[src/rtl/iir_dec_buf.sv]
// Decimating integrate-and-dump stage behind the IIR filter: averages R samples with
// round-half-up, then queues results in a show-ahead FIFO with a valid/ready output.
module iir_dec_buf #(
    parameter int W     = 14,
    parameter int R     = 4,
    parameter int LOGR  = 2,
    parameter int DEPTH = 4,
    parameter int AW    = 2
) (
    input  logic                clk,
    input  logic                reset,
    input  logic                en,
    input  logic signed [W:0]   x_in,
    output logic signed [W:0]   y_out,
    output logic                y_valid,
    input  logic                y_ready,
    output logic                full,
    output logic [AW:0]         count,
    output logic                overflow
);

    localparam int ACCW = W + 1 + LOGR;
    localparam logic [LOGR-1:0] PHASE_LAST = LOGR'(R - 1);
    localparam logic signed [ACCW:0] HALF = (ACCW + 1)'(1) <<< (LOGR - 1);
    localparam logic [AW:0] COUNT_FULL = (AW + 1)'(DEPTH);

    logic [LOGR-1:0]         phase;
    logic signed [ACCW-1:0]  acc;
    logic signed [ACCW-1:0]  x_ext;
    logic signed [ACCW-1:0]  sum;
    logic signed [ACCW:0]    rnd_sum;
    logic signed [W:0]       res_next;
    logic signed [W:0]       res;
    logic                    res_v;

    logic signed [W:0]       mem [DEPTH];
    logic [AW-1:0]           wr_ptr;
    logic [AW-1:0]           rd_ptr;
    logic [AW:0]             cnt;
    logic                    push;
    logic                    pop;

    // One spare bit on the rounding sum so adding R/2 to the extreme group total cannot wrap.
    always_comb begin
        x_ext    = {{LOGR{x_in[W]}}, x_in};
        sum      = acc + x_ext;
        rnd_sum  = {sum[ACCW-1], sum} + HALF;
        res_next = (W + 1)'(rnd_sum >>> LOGR);
    end

    always_ff @(posedge clk) begin
        if (!reset) begin
            phase <= '0;
            acc   <= '0;
            res   <= '0;
            res_v <= 1'b0;
        end else begin
            res_v <= 1'b0;
            if (en) begin
                phase <= phase + LOGR'(1);
                if (phase == '0) begin
                    acc <= x_ext;
                end else if (phase == PHASE_LAST) begin
                    res   <= res_next;
                    res_v <= 1'b1;
                end else begin
                    acc <= sum;
                end
            end
        end
    end

    always_comb begin
        y_valid = (cnt != '0);
        full    = (cnt == COUNT_FULL);
        count   = cnt;
        pop     = y_valid & y_ready;
        // A pop on the same edge frees the slot the incoming result needs.
        push    = res_v & (~full | pop);
        y_out   = y_valid ? mem[rd_ptr] : '0;
    end

    always_ff @(posedge clk) begin
        if (reset && push) begin
            mem[wr_ptr] <= res;
        end
    end

    always_ff @(posedge clk) begin
        if (!reset) begin
            wr_ptr   <= '0;
            rd_ptr   <= '0;
            cnt      <= '0;
            overflow <= 1'b0;
        end else begin
            if (push) begin
                wr_ptr <= wr_ptr + AW'(1);
            end
            if (pop) begin
                rd_ptr <= rd_ptr + AW'(1);
            end
            if (push && !pop) begin
                cnt <= cnt + (AW + 1)'(1);
            end else if (pop && !push) begin
                cnt <= cnt - (AW + 1)'(1);
            end
            if (res_v && !push) begin
                overflow <= 1'b1;
            end
        end
    end

endmodule

[config.mk]
export PLATFORM = sky130hd
export DESIGN_NAME = iir_dec_buf
export DESIGN_NICKNAME = d
export VERILOG_FILES = /design/src/rtl/iir_dec_buf.sv
export SDC_FILE = /design/constraint.sdc
export NUM_CORES = 1
export LEC_CHECK = 0
export CORE_MARGIN = 1.5
export CORE_UTILIZATION = 40
export DETAILED_ROUTE_END_ITERATION = 10
export SLEW_MARGIN = 10
export SYNTH_ARGS = -nofsm -noshare
export SYNTH_HDL_FRONTEND = slang
export SYNTH_SLANG_ARGS = --single-unit
[constraint.sdc]
create_clock -name clk -period 3.1 [get_ports clk]
set_clock_uncertainty 0.1 [all_clocks]
set_input_delay 0.465 -clock clk [delete_from_list [all_inputs] [get_ports clk]]
set_output_delay 0.465 -clock clk [all_outputs]
set_load 0.01 [all_outputs]
==> results of run 1 <==
area by class of cell:
class / instances / area (µm²)
Clock buffer: 11 / 233
Clock inverter: 5 / 41.3
Fill cell: 1168 / 6270
Inverter: 9 / 33.8
Multi-Input combinational cell: 325 / 2800
Sequential cell: 105 / 2700
Tap cell: 176 / 220
Timing Repair Buffer: 119 / 995
state kept, by name, indices dropped and copies added, names as in the netlist, named ones only:
signal / flops
phase: 2
mem: 60
acc: 17
rd_ptr: 2
overflow: 1
count: 3
res: 15
res_v: 1
wr_ptr: 2
worst max-delay path by stage:
stage	startpoint	to	depth (start not counted)
6_report	x_in[0]	res[14]$_SDFFE_PN0P_	12
5_1_grt	acc[0]$_SDFFE_PN0P_	res[13]$_SDFFE_PN0P_	11
4_1_cts	acc[0]$_SDFFE_PN0P_	res[14]$_SDFFE_PN0P_	11
3_5_place_dp	x_in[0]	res[14]$_SDFFE_PN0P_	12
3_3_place_gp	x_in[0]	res[14]$_SDFFE_PN0P_	12
2_1_floorplan	x_in[0]	res[13]$_SDFFE_PN0P_	10
worst max-delay path: cells and delay by family:
family / cells / cell delay, ns
adder cells (fa/ha/maj): 2 / 0.55
buffers and inverters: 2 / 0.39
AND/OR/NAND/NOR: 1 / 0.21
AO/OA/AOI/OAI: 5 / 1.27
XOR/XNOR: 2 / 0.29
power by group:
part           internal, mW  leakage [nW]  switching [mW]
clock network         0.553         0.127           0.514
logic                 0.952          1.84           0.784
registers              1.52         0.894          0.0586
total                  3.03          2.86            1.36
placed cells by master (no fill, tap or decap), drive strengths merged, types with 15 or more instances in the layout:
master and count:
o21ai 22, xor2 16, o211a 19, mux4 15
clkdlybuf4s50 34, mux2i 15, edfxtp 60, buf 80
nand2 42, ha 24, and2 24, dfxtp 45
a21oi 16
logic make-up after synthesis:
group / synth area share (%)
multiplexers: 8.89
adder cells (fa/ha/maj): 6.20
AO/OA/AOI/OAI: 15.0
AND/OR/NAND/NOR: 13.1
flip-flops: 49.3
XOR/XNOR: 4.63
buffers and inverters: 2.90
repair_timing:
item                       in CTS  in global routing
setup endpoints to repair      12                 14
gates resized for setup        20                 12
pin swaps                      11                 15
buffers inserted               13                  3
per-layer routing:
metal / part of all wire [%] / GRT usage [%]
met5: 0 / 0
met4: 1.1 / 6.47
met3: 1.9 / 2.00
met2: 51 / 30.9
met1: 46 / 21.1
through the flow:
| step | instances | worst slack (ns) | cell area (µm²) | TNS [ns] |
|---|---|---|---|---|
| detailed placement | 719 | -0.572 | 6480 | -6.44 |
| floorplan | 465 | -0.00217 | 5500 | -0.00217 |
| global route | 750 | -0.0562 | 7030 | -0.195 |
| global placement | 719 | -0.503 | 6480 | -5.41 |
| finish | 750 | 0.0818 | 7030 | 0 |
| CTS | 748 | -0.00539 | 6950 | -0.00539 |
==> flow_metrics.py, run 1 <==
metrics = {
    "outcome": {
        "status": "finished, final reports clean",
    },
    "floorplanning": {
        "die_area_um2": 14400,
        "die_x_um": 120,
        "core_um2": 13300,
        "rows": 42,
        "io_pins": 40,
        "initial_core_util_pct": 41.3,
        "die_h_um": 120,
    },
    "worst_hold_path": {
        "min_from": "overflow$_SDFFE_PN0P_",
        "whs_path_depth": 2,
        "hold_path.class": "reg2reg",
        "min_to": "overflow$_SDFFE_PN0P_",
    },
    "placement": {
        "gp_routability_congestion": 0.822,
        "io_buffers": 39,
        "detailedPlacementHpwl_mm": 8.22,
    },
    "drt": {
        "wire_per_inst_um": 15.5,
        "post_drt_via_cell_ratio": 5.26,
        "vias": 3948,
        "drc_errors": 0,
        "first_pass_iters": 4,
        "ant_nets": 0,
        "routed_wl_mm": 11.7,
        "drt_iter0_markers": 207,
    },
    "yosys": {
        "ys_seq_elements": 105,
        "synth.most_common_cell": "edfxtp_1",
        "ys_async_sr_fraction_pct": 0,
        "synthCells": 465,
        "yosys-top-cells-count": "60 x edfxtp_1, 45 x dfxtp_1, 42 x nand2_1",
        "synth-seq-area-share_pct": 49.3,
        "yosys.area.top_type": "edfxtp_1",
        "syn_nets": 510,
        "synth_ff_type": "edfxtp_1",
        "synth.distinct_cells": 63,
        "synth_top_cell_area_share_pct": 32.8,
        "synth_edf_count": 60,
        "yosys-top-cells-area": "edfxtp_1 33%, dfxtp_1 16%, mux4_2 6.2%",
        "syn_avg_cell_area_um2": 11.8,
        "synth-warning-count": 0,
        "synth.cell_area_um2": 5490,
    },
    "layout": {
        "nNetsFinal": 614,
        "antenna_cells": 0,
        "drive_gt1_share_pct": 24.4,
        "fin_util_pct": 52.9,
        "syn2layout_area_growth_pct": 28.1,
    },
    "sta": {
        "worst_slew_pin_slew_ns": 0.541,
        "post-route-period-util_pct": 97.4,
        "hold_ws_ns": 0.387,
        "fin_crit_ns": 3.02,
        "maxSlewHeadroom_pct": 63.0,
        "rsz0062_at_grt": "true",
        "finalHoldViolations": 0,
        "setup_viol": 0,
        "final_max_slew_viol_count": 0,
        "fmax_ghz": 0.331,
    },
    "grt": {
        "antenna_found_initial": 0,
        "grt-ovfl-total": 0,
        "grt_pass1_wl_mm": 19.4,
        "grt_max_degree": 45,
        "gr-usage-all-layers_pct": 17.2,
        "grt_pass1_vias": 3988,
    },
    "power": {
        "totalPowerFinal_mw": 4.38,
        "ir_worst_vdd_uv": 243,
        "p_per_area_nw_per_um2": 624,
        "total_leakage_power_nw": 2.86,
    },
    "clocking": {
        "cts_max_level": 3,
        "cts_hold_buf": 0,
        "cts_buffers": 9,
        "cts_tree": "yes",
        "cts_sinks": 105,
        "clockRootBuffer": "clkbuf_16",
        "clock_latency_ns": 0.35,
        "clk_pin_slew_ns": 0.07,
        "clk_path_buf_depth": 2,
    },
    "setup_path": {
        "worstRegToRegCells": 11,
        "crit_fanout": 4,
        "ff2ff_setup_slack_ns": 0.09,
        "end_kind": "flop",
        "crit_chain": "clkdlybuf4s15_2, ha_4, fa_2, a21o_1, a211o_1, a22o_1, o41ai_1, xor2_1, buf_4, nor4_4, xnor2_1, o22ai_1",
        "critical_path_required_ns": 3.24,
        "rr_startpoint": "acc[0]$_SDFFE_PN0P_",
        "r2r-end": "res[14]$_SDFFE_PN0P_",
        "cpMaxStageDelayCell": "fa_2",
        "critPathMaxStageDelay_ns": 0.38,
        "path_class": "in2reg",
        "startpoint_type": "primary input",
        "crit_arrival_ns": 3.15,
    },
    "job": {
        "max_cap_viol_count": 0,
    },
}
Power figures use the tool's default switching activity.
==> run 2, diff against run 1 <==
- CTS_BUF_LIST: default -> sky130_fd_sc_hd__clkbuf_8
- SLEW_MARGIN: 10 -> default
==> run 2 against run 1 <==
Against the previous run:
- setup slack better by 0.067 ns
- wire length grew 0.25%
- sequential power barely moved
- total power shrank 6.9%
- core utilization down 1.2 points
- via count fell by 0.13%
- critical endpoint unchanged
- largest cell class unchanged
- largest power group unchanged
==> flow_metrics.py, run 2 (same netlist as run 1, synthesis figures left out) <==
metrics = {
    "sta": {
        "final_max_slew_viol_count": 0,
        "layout_setup_ws_ns": 0.148,
        "fmax_ghz": 0.339,
        "finalHoldViolations": 0,
        "worst_slew_pin_slew_ns": 0.541,
        "post-route-period-util_pct": 95.2,
        "fin_crit_ns": 2.95,
        "setup_viol": 0,
        "tns_ns": 0,
        "maxSlewHeadroom_pct": 63.0,
    },
    "power": {
        "switchingPower_mw": 1.33,
        "power.share.clock_pct": 19.2,
        "ir_worst_vdd_uv": 202,
        "total_leakage_power_nw": 2.82,
        "totalPowerFinal_mw": 4.08,
        "pwr-share-comb_pct": 42.2,
        "p_sw_share_pct": 32.5,
        "intPower_mw": 2.75,
        "power_frac_seq_pct": 38.7,
        "p_per_area_nw_per_um2": 594,
    },
    "grt": {
        "grt_pass1_vias": 3980,
        "grt_max_degree": 45,
        "antenna_found_initial": 0,
        "grt_pass1_wl_mm": 19.4,
        "gr-usage-all-layers_pct": 17.2,
        "grt-ovfl-total": 0,
    },
    "drt": {
        "ant_nets": 0,
        "first_pass_iters": 6,
        "drt_iter0_markers": 208,
        "vias": 3943,
        "post_drt_via_cell_ratio": 5.28,
        "routed_wl_mm": 11.7,
        "wire_per_inst_um": 15.6,
        "drc_errors": 0,
    },
    "setup_path": {
        "startpoint_type": "flop",
        "path_class": "reg2reg",
        "cpMaxStageDelayCell": "fa_2",
        "critical_path_required_ns": 3.28,
        "crit_chain": "ha_4, fa_2, a21o_1, a211o_1, a22o_1, o41ai_1, xor2_1, buf_4, nor4_4, xnor2_1, o22ai_1",
        "crit_buf_inv": 1,
        "crit_arrival_ns": 3.13,
        "crit_fanout": 4,
        "end_kind": "flop",
        "cpLargestDelayFamily": "compound AO/OA/AOI/OAI gates",
        "critPathMaxStageDelay_ns": 0.38,
    },
    "layout": {
        "antenna_cells": 0,
        "regMostFlops": "mem",
        "nNetsFinal": 611,
        "final_cell_mix": "77 x buf_4, 60 x edfxtp_1, 44 x dfxtp_1",
        "reg.largest.list": "mem: 60 flops, acc: 17 flops, res: 15 flops",
        "largest_reg_flops": 60,
        "fin_util_pct": 51.7,
        "syn2layout_area_growth_pct": 25.3,
        "final_common_cell": "buf_4",
        "drive_gt1_share_pct": 23.5,
    },
    "outcome": {
        "status": "finished, final reports clean",
    },
    "floorplanning": {
        "initial_core_util_pct": 41.3,
        "io_pins": 40,
        "rows": 42,
        "die_area_um2": 14400,
        "die_x_um": 120,
        "die_h_um": 120,
        "core_um2": 13300,
    },
    "job": {
        "max_cap_viol_count": 0,
    },
    "clocking": {
        "clk_path_buf_depth": 2,
        "cts_sinks": 105,
        "clock_latency_ns": 0.38,
        "cts_tree": "yes",
        "cts_max_level": 3,
        "cts_buffers": 9,
        "clk_pin_slew_ns": 0.11,
        "clockRootBuffer": "clkbuf_8",
    },
    "placement": {
        "detailedPlacementHpwl_mm": 8.22,
        "gp_routability_congestion": 0.822,
        "pre_cts_ws_ns": -0.572,
        "io_buffers": 39,
    },
    "worst_hold_path": {
        "hold_path.class": "reg2reg",
    },
}
run 2: cell types whose count changed in the layout (fill, tap and decap cells not counted), moves of 2 or more:
| cell | before | now |
|---|---|---|
| buf_4 | 79 | 77 |
| clkbuf_1 | 2 | 0 |
| clkbuf_16 | 9 | 0 |
| clkbuf_8 | 0 | 9 |
| dlygate4sd2_1 | 3 | 1 |
| dlymetal6s2s_1 | 1 | 3 |
| inv_1 | 9 | 11 |
run 2: path summary, 6_finish.rpt:
kind	startpoint	endpoint	slack, ns	depth (start not counted)
hold / removal	overflow$_SDFFE_PN0P_	overflow$_SDFFE_PN0P_	0.39	2
hold reg to reg	overflow$_SDFFE_PN0P_	overflow$_SDFFE_PN0P_	0.39	2
setup reg to reg	acc[0]$_SDFFE_PN0P_	res[14]$_SDFFE_PN0P_	0.15	11
setup / recovery	acc[0]$_SDFFE_PN0P_	res[14]$_SDFFE_PN0P_	0.15	11
run 2: through the flow:
stage          cell area, µm²  cells  hold slack [ns]
5_1_grt                  6880    747            0.433
4_1_cts                  6830    747            0.401
6_report                 6880    747            0.394
3_5_place_dp             6480    719            0.377
2_1_floorplan            5500    465            0.345
3_3_place_gp             6480    719            0.363
run 2: power by group through the flow:
stage,Clock [mW],Sequential (mW),Combinational [mW]
finish,0.783,1.58,1.72
CTS,0.808,1.58,1.71
floorplan,0,1.60,0.956
global placement,0,1.60,1.63
global route,0.848,1.59,1.88
detailed placement,0,1.61,1.65
run 2: worst reg2reg max path, stage by stage, from the launching register on:
cell and delay [ns]:
dfxtp_2 0.35, ha_4 0.16, fa_2 0.38, a21o_1 0.22, a211o_1 0.34, a22o_1 0.23, o41ai_1 0.32, xor2_1 0.13
buf_4 0.17, nor4_4 0.25, xnor2_1 0.15, o22ai_1 0.08
run 2: cell type report:
cell class,count,area (µm²)
Clock buffer,9,124
Clock inverter,7,48.8
Fill cell,1191,6420
Inverter,9,33.8
Multi-Input combinational cell,325,2770
Sequential cell,105,2700
Tap cell,176,220
Timing Repair Buffer,116,975
run 2: metal layers:
metal  wire length (µm)  track usage [%]  vias up
li1                   -                -     1952
met1               5290             21.1     1922
met2               5930             30.8       55
met3                278             2.00       14
met4                195             6.70        0
met5                  0                0        -
run 2: what timing repair did:
| item | in CTS | in global routing |
|---|---|---|
| setup endpoints to repair | 10 | 14 |
| gates resized for setup | 15 | 11 |
| hold buffers | 0 | 0 |
| setup buffers | 12 | 2 |
| pin swaps | 11 | 17 |
| gates cloned | 0 | 0 |
==> run 3, diff against run 2 <==
- RECOVER_POWER: default -> 100
==> run 3 against run 2 <==
Against the previous run:
- the run now ends with capacitance limit, slew limit left
- highest routed layer unchanged
- clock power down 0.5%
- largest power group unchanged
- critical path type unchanged
- cell count did not move
- fmax grew 0.11%
==> flow_metrics.py, run 3 (same netlist as run 1, synthesis figures left out) <==
metrics = {
    "setup_path": {
        "crit_fanout": 3,
        "critical_path_required_ns": 3.27,
        "cpMaxStageDelayCell": "or4b_4",
        "crit_chain": "ha_4, fa_2, a211oi_4, o22ai_2, or4b_4, a2111oi_4, buf_4, nand4_4, nor4_4, xnor2_1, o22ai_1",
        "path_class": "reg2reg",
        "cpLargestDelayFamily": "simple AND/OR/NAND/NOR gates",
        "end_kind": "flop",
        "crit_buf_inv": 1,
        "crit_arrival_ns": 3.12,
        "critPathMaxStageDelay_ns": 0.52,
        "startpoint_type": "flop",
    },
    "sta": {
        "maxSlewHeadroom_pct": -15.5,
        "fmax_ghz": 0.339,
        "setup_viol": 0,
        "post-route-period-util_pct": 95.1,
        "fin_crit_ns": 2.95,
        "final_max_slew_viol_count": 45,
        "hold_ws_ns": 0.388,
        "finalHoldViolations": 0,
        "worst_slew_pin_slew_ns": 1.73,
        "layout_setup_ws_ns": 0.152,
    },
    "clocking": {
        "cts_sinks": 105,
        "clk_path_buf_depth": 2,
        "cts_max_level": 3,
        "cts_tree": "yes",
        "clk_pin_slew_ns": 0.10,
        "clock_latency_ns": 0.38,
        "clockRootBuffer": "clkbuf_8",
        "cts_buffers": 9,
    },
    "drt": {
        "routed_wl_mm": 11.6,
        "drt_iter0_markers": 210,
        "first_pass_iters": 4,
        "drc_errors": 0,
        "post_drt_via_cell_ratio": 5.28,
        "wire_per_inst_um": 15.5,
        "ant_nets": 0,
        "vias": 3943,
    },
    "power": {
        "total_leakage_power_nw": 2.80,
        "p_per_area_nw_per_um2": 591,
        "ir_worst_vdd_uv": 198,
    },
    "grt": {
        "grt_pass1_wl_mm": 19.4,
        "antenna_found_initial": 0,
        "grt_pass1_vias": 3980,
        "gr-usage-all-layers_pct": 17.2,
        "grt-ovfl-total": 0,
        "grt_max_degree": 45,
    },
    "layout": {
        "fillers": 1196,
        "reg.largest.list": "mem: 60 flops, acc: 17 flops, res: 15 flops",
        "syn2layout_area_growth_pct": 24.7,
        "final_cell_mix": "69 x buf_4, 60 x edfxtp_1, 44 x dfxtp_1",
        "largest_reg_flops": 60,
        "antenna_cells": 0,
        "regMostFlops": "mem",
        "final_common_cell": "buf_4",
        "nNetsFinal": 611,
        "drive_gt1_share_pct": 22.2,
    },
    "floorplanning": {
        "io_pins": 40,
        "die_area_um2": 14400,
        "die_x_um": 120,
        "die_h_um": 120,
        "core_um2": 13300,
        "initial_core_util_pct": 41.3,
        "rows": 42,
    },
    "placement": {
        "pre_cts_ws_ns": -0.572,
        "io_buffers": 39,
        "gp_routability_congestion": 0.822,
        "detailedPlacementHpwl_mm": 8.22,
    },
    "job": {
        "max_cap_viol_count": 1,
    },
    "outcome": {
        "status": "finished with violations",
        "violations": "capacitance limit, slew limit",
    },
    "worst_hold_path": {
        "hold_path.class": "reg2reg",
    },
}
## run 3: worst paths after layout
check,startpoint,end,slack [ns],cells after the start
setup reg to reg,acc[0]$_SDFFE_PN0P_,res[14]$_SDFFE_PN0P_,0.15,11
hold / removal,overflow$_SDFFE_PN0P_,overflow$_SDFFE_PN0P_,0.39,2
setup / recovery,acc[0]$_SDFFE_PN0P_,res[14]$_SDFFE_PN0P_,0.15,11
hold reg to reg,overflow$_SDFFE_PN0P_,overflow$_SDFFE_PN0P_,0.39,2
## run 3: what timing repair did
item,CTS,global route
setup buffers,12,2
hold buffers,0,0
setup endpoints to repair,10,14
resized for setup,15,11
pin swaps,11,17
cloned,0,0
## run 3: metal layers
layer / vias up / GRT usage, % / part of all wire [%]
li1: 1953 / - / -
met1: 1920 / 21.1 / 45
met2: 56 / 30.8 / 51
met3: 14 / 2.00 / 2.3
met4: 0 / 6.70 / 1.7
met5: - / 0 / 0
## run 3: where the power goes
group / total, mW / internal [mW] / leakage, nW / switching [mW]
combinational: 1.69 / 0.910 / 1.82 / 0.776
clock: 0.779 / 0.294 / 0.0888 / 0.485
sequential: 1.58 / 1.52 / 0.894 / 0.0568
## run 3: metrics by stage
step | cell area (µm²) | std cells | utilization (%) | total power [mW] | setup TNS [ns]
global route | 6840 | 747 | 51.5 | 4.28 | -0.0315
global placement | 6480 | 719 | 48.7 | 3.23 | -5.41
floorplan | 5500 | 465 | - | 2.56 | -0.00217
CTS | 6830 | 747 | 51.4 | 4.10 | -0.0620
detailed placement | 6480 | 719 | 48.7 | 3.26 | -6.44
finish | 6840 | 747 | 51.5 | 4.04 | 0
## run 3: area by class of cell
type                            instances  area [µm²]  area share, %
Timing Repair Buffer                  116         947           13.8
Multi-Input combinational cell        325        2760           40.4
Tap cell                              176         220           3.22
Sequential cell                       105        2700           39.5
Inverter                                9        33.8          0.494
Clock inverter                          7        48.8          0.713
Clock buffer                            9         124           1.81
## run 3: worst min-delay path, delay by kind of cell, from the launching register on
kind / cells / cell delay [ns]
AOI/OAI and AO/OA: 1 / 0.04
and+or+nand+nor: 1 / 0.09
DFF: 1 / 0.33
==> RTL change 1: new RTL, config.mk and constraints of run 3 <==
Make the reset (`reset`) asynchronous in 2 clocked blocks.
--- a/src/rtl/iir_dec_buf.sv
+++ b/src/rtl/iir_dec_buf.sv
@@ -48,7 +48,7 @@
         res_next = (W + 1)'(rnd_sum >>> LOGR);
     end
 
-    always_ff @(posedge clk) begin
+    always_ff @(posedge clk or negedge reset) begin
         if (!reset) begin
             phase <= '0;
             acc   <= '0;
@@ -86,7 +86,7 @@
         end
     end
 
-    always_ff @(posedge clk) begin
+    always_ff @(posedge clk or negedge reset) begin
         if (!reset) begin
             wr_ptr   <= '0;
             rd_ptr   <= '0;
Behaviour: not the same (a bounded check fails within 10 cycles, from zero or initial values and one cycle with reset low; the reset may be asserted at any time).
==> RTL change 1 against run 3 <==
- the flow still finishes with violations (capacitance limit, slew limit)
- setup slack got worse by 29 ps
- critical path type is now flip-flop to primary output
- critical endpoint is now y_out[7]
- critical path depth down 7
- synthesized area decreased by 2.7%
- worst hold slack lost 31 ps
- final area shrank 4.7%
- routed wire length decreased by 18%
- sequential cell count down 2
Power is not compared: it rests on default switching activity, and its combinational part moved more than twofold at a synthesized area within 25%.
==> RTL change 1: results (changes against run 3) <==
| Metric | Value |
|---|---|
| Synthesized net count | `469 (was 510)` |
| Crit-path slowest cell | `dlygate4sd3_1 (was or4b_4)` |
| Share of layout cells above drive strength 1 | `21.8% (was 22.2%)` |
| Slew HR | `-1.62% (was -15.5%)` |
| Share of async-settable or async-resettable flops after synthesis | `41.7% (was 0%)` |
| Hold Path End | `overflow (unchanged)` |
| Filler cells | `1207 (was 1196)` |
| Slowest stage delay, CP | `590 ps (was 520 ps)` |
| Pin count of the biggest net entering global routing | `43 (was 45)` |
| Drt wl/cell | `13.7 um (was 15.5 um)` |
| CP top delay family | `buffers and inverters (was simple AND/OR/NAND/NOR gates)` |
| WHS | `357 ps (was 388 ps)` |
| Synth cell count leaders | `edfxtp_1, dfrtp_1, nand2_1 (was edfxtp_1, dfxtp_1, nand2_1)` |
| Dpl hpwl | `7.02 mm (was 8.22 mm)` |
| Status | `finished, violations left (unchanged)` |
| Routed vias/inst | `4.86 (was 5.28)` |
| Failing checks | `capacitance limit, slew limit (unchanged)` |
| Critical-path maximum fanout | `15 (was 3)` |
| Max Slew Vio Count | `28 (was 45)` |
| Gr usage total | `14.8% (was 17.2%)` |
| Sequential cell area fraction in the yosys report | `53.9% (was 49.3%)` |
| Largest cells by area after synthesis | `edfxtp_1, dfrtp_1, mux4_2 (was edfxtp_1, dfxtp_1, mux4_2)` |
| Count of cell types in the netlist | `56 (was 63)` |
| First-pass GRT wire length | `16.3 mm (was 19.4 mm)` |
| # Max-Cap Violations | `1 (unchanged)` |
| Hold Path Origin | `overflow (unchanged)` |
-- RTL change 1: worst max-delay path by stage --
stage / startpoint / end / slack (ps) / depth (start not counted)
after detailed placement: x_in[0] / res[13] / -560 / 11
after floorplan: x_in[0] / res[13] / 70 / 10
after global routing: x_in[2] / res[12] / -7 / 13
final: rd_ptr[0] / y_out[7] / 120 / 4
after global placement: x_in[0] / res[13] / -480 / 11
after CTS: x_in[1] / res[13] / 60 / 12
-- RTL change 1: kinds of logic after synthesis --
kind of cell / synth area share [%]
and+or+nand+nor: 10.7
DFF: 53.9
AOI/OAI and AO/OA: 11.5
xor gates and xnor gates: 6.33
buffers and inverters: 2.65
muxes: 8.46
adders and majority gates: 6.38
-- RTL change 1: repair_timing --
| item | 4_1_cts | 5_1_grt |
|---|---|---|
| hold buffers | 1 | 0 |
| pin swaps | 6 | 6 |
| gates resized for setup | 3 | 10 |
| cloned | 0 | 0 |
| setup endpoints to repair | 4 | 6 |
| hold endpoints to repair | 1 | 0 |
| setup buffers | 0 | 2 |
-- RTL change 1: per-stage QoR --
step                utilization [%]  setup slack, ps  power, W  instances  area (um2)
global placement               47.8             -477   0.00599        677        6280
global route                   49.6            -7.39   0.00745        695        6520
detailed placement             47.8             -557   0.00607        677        6280
floorplan                         -             66.6   0.00455        424        5340
finish                         49.6              122   0.00687        695        6520
CTS                            49.4             57.6   0.00694        694        6490
-- RTL change 1: metal layers --
metal	share of wire [%]	GRT usage, %
met1	47	19.2
met3	2.4	2.80
met2	49	24.6
met4	1.6	5.65
met5	0	0
-- RTL change 1: where the power goes --
group          switching, W  internal (W)
clock              0.000475      0.000376
sequential         0.000268       0.00187
combinational       0.00187       0.00201
total               0.00261       0.00426
-- RTL change 1: final cells by class --
type | instances | share of cell area, %
Clock inverter | 7 | 1.09
Clock buffer | 9 | 1.90
Tap cell | 176 | 3.38
Multi-Input combinational cell | 291 | 36.5
Inverter | 9 | 0.518
Timing Repair Buffer | 100 | 12.5
Sequential cell | 103 | 44.1
==> RTL change 2: new RTL, config.mk and constraints of run 3 <==
Made on the original files. Set the parameter `DEPTH` to 8 (it was 4).
--- a/src/rtl/iir_dec_buf.sv
+++ b/src/rtl/iir_dec_buf.sv
@@ -4,7 +4,7 @@
     parameter int W     = 14,
     parameter int R     = 4,
     parameter int LOGR  = 2,
-    parameter int DEPTH = 4,
+    parameter int DEPTH = 8,
     parameter int AW    = 2
 ) (
     input  logic                clk,
Function: changed (Yosys sat finds a counterexample within 4 cycles, from zero or initial values and one cycle with reset low).
==> RTL change 2 against run 3 <==
- largest cell class is now flip-flops and latches
- synthesized area decreased by 2.5%
- final area decreased by 3.2%
- sequential cell count unchanged
- setup slack got worse by 15 ps
- routed wire length decreased by 6.1%
- utilization decreased by 1.0 points
- maximum frequency decreased by 0.49%
- global-route usage decreased by 0.89 points
- critical endpoint unchanged
- register-to-register slack improved by 20 ps
Power is not compared: it rests on default switching activity, and its combinational part moved more than twofold at a synthesized area within 25%.
==> RTL change 2: results (changes against run 3) <==
| Metric | Value |
|---|---|
| Adder-Cell Fraction of Synth Area | `6.36% (was 6.20%)` |
| Reg-to-reg setup timing slack | `170 ps (was 150 ps)` |
| Critical Path AT | `3180 ps (was 3120 ps)` |
| Post-DP Area | `6340 um2 (was 6480 um2)` |
| Multiplexer share of the synthesized area | `7.63% (was 8.89%)` |
| First-pass GRT wire length | `18.3 mm (was 19.4 mm)` |
| Gr usage total | `16.3% (was 17.2%)` |
| FF-to-FF path depth | `9 (was 11)` |
| Via Count | `3837 (was 3943)` |
| Warnings from Yosys | `0 (unchanged)` |
| Crit-path slowest cell | `clkdlybuf4s50_1 (was or4b_4)` |
| WHS | `383 ps (was 388 ps)` |
| Post-synthesis cell count | `479 (was 465)` |
| Worst flop-to-flop path startpoint | `acc[1] (was acc[0])` |
| Compound-Gate Fraction of Synth Area | `13.1% (was 15.0%)` |
| Critical-path maximum fanout | `5 (was 3)` |
| Status | `complete, no violations (was finished, violations left)` |
| Filler cells | `1213 (was 1196)` |
| Largest cells by area after synthesis | `edfxtp_1, dfxtp_1, mux4_2 (unchanged)` |
| Design Area, Final | `6630 um2 (was 6840 um2)` |
| Slew HR | `26.3% (was -15.5%)` |
| Nets@finish | `611 (unchanged)` |
| Dpl hpwl | `7.87 mm (was 8.22 mm)` |
| Synthesized net count | `524 (was 510)` |
| PnR worst setup slack | `137 ps (was 152 ps)` |
| Share of layout cells above drive strength 1 | `19.6% (was 22.2%)` |
| Drt wl/cell | `14.6 um (was 15.5 um)` |
| Count of cell types in the netlist | `56 (was 63)` |
| Dpl ws | `-499 ps (was -572 ps)` |
| XOR/XNOR Fraction of Synth Area | `4.58% (was 4.63%)` |
| DRT Wirelength | `10.9 mm (was 11.6 mm)` |
| Critical Path Start | `x_in[3] (was acc[0])` |
| Number of synthesized flops with an enable pin | `60 (unchanged)` |
| Dpl cells | `730 (was 719)` |
| Synth cell count leaders | `edfxtp_1, nor2_1, dfxtp_1 (was edfxtp_1, dfxtp_1, nand2_1)` |
[RTL change 2: cell types whose count changed after synthesis, moves of 8 or more]
cell	change
nor2_1	+37
nor2b_1	-9
o211a_1	-17
mux2i_1	-8
clkbuf_1	+9
nand2_1	-13
a211oi_1	+11
[RTL change 2: final cells by class]
class                           instances  area share, %
Clock buffer                            9           1.87
Tap cell                              176           3.32
Inverter                                9          0.510
Timing Repair Buffer                  103           12.6
Multi-Input combinational cell        338           39.7
Clock inverter                          7           1.17
Sequential cell                       105           40.8
[RTL change 2: routing by layer]
layer,global-route usage (%),share of wire [%],up-vias
met2,27.0,47,44
met4,6.25,1.6,0
met3,2.41,2.1,12
li1,-,-,1963
met5,0,0,-
met1,21.7,49,1818
[RTL change 2: logic make-up after synthesis]
group           count (synthesis)
compound gates                105
xor+xnor                       28
fa+ha+maj                      26
buf+inv                        36
flops                         105
mux                            22
simple gates                  157
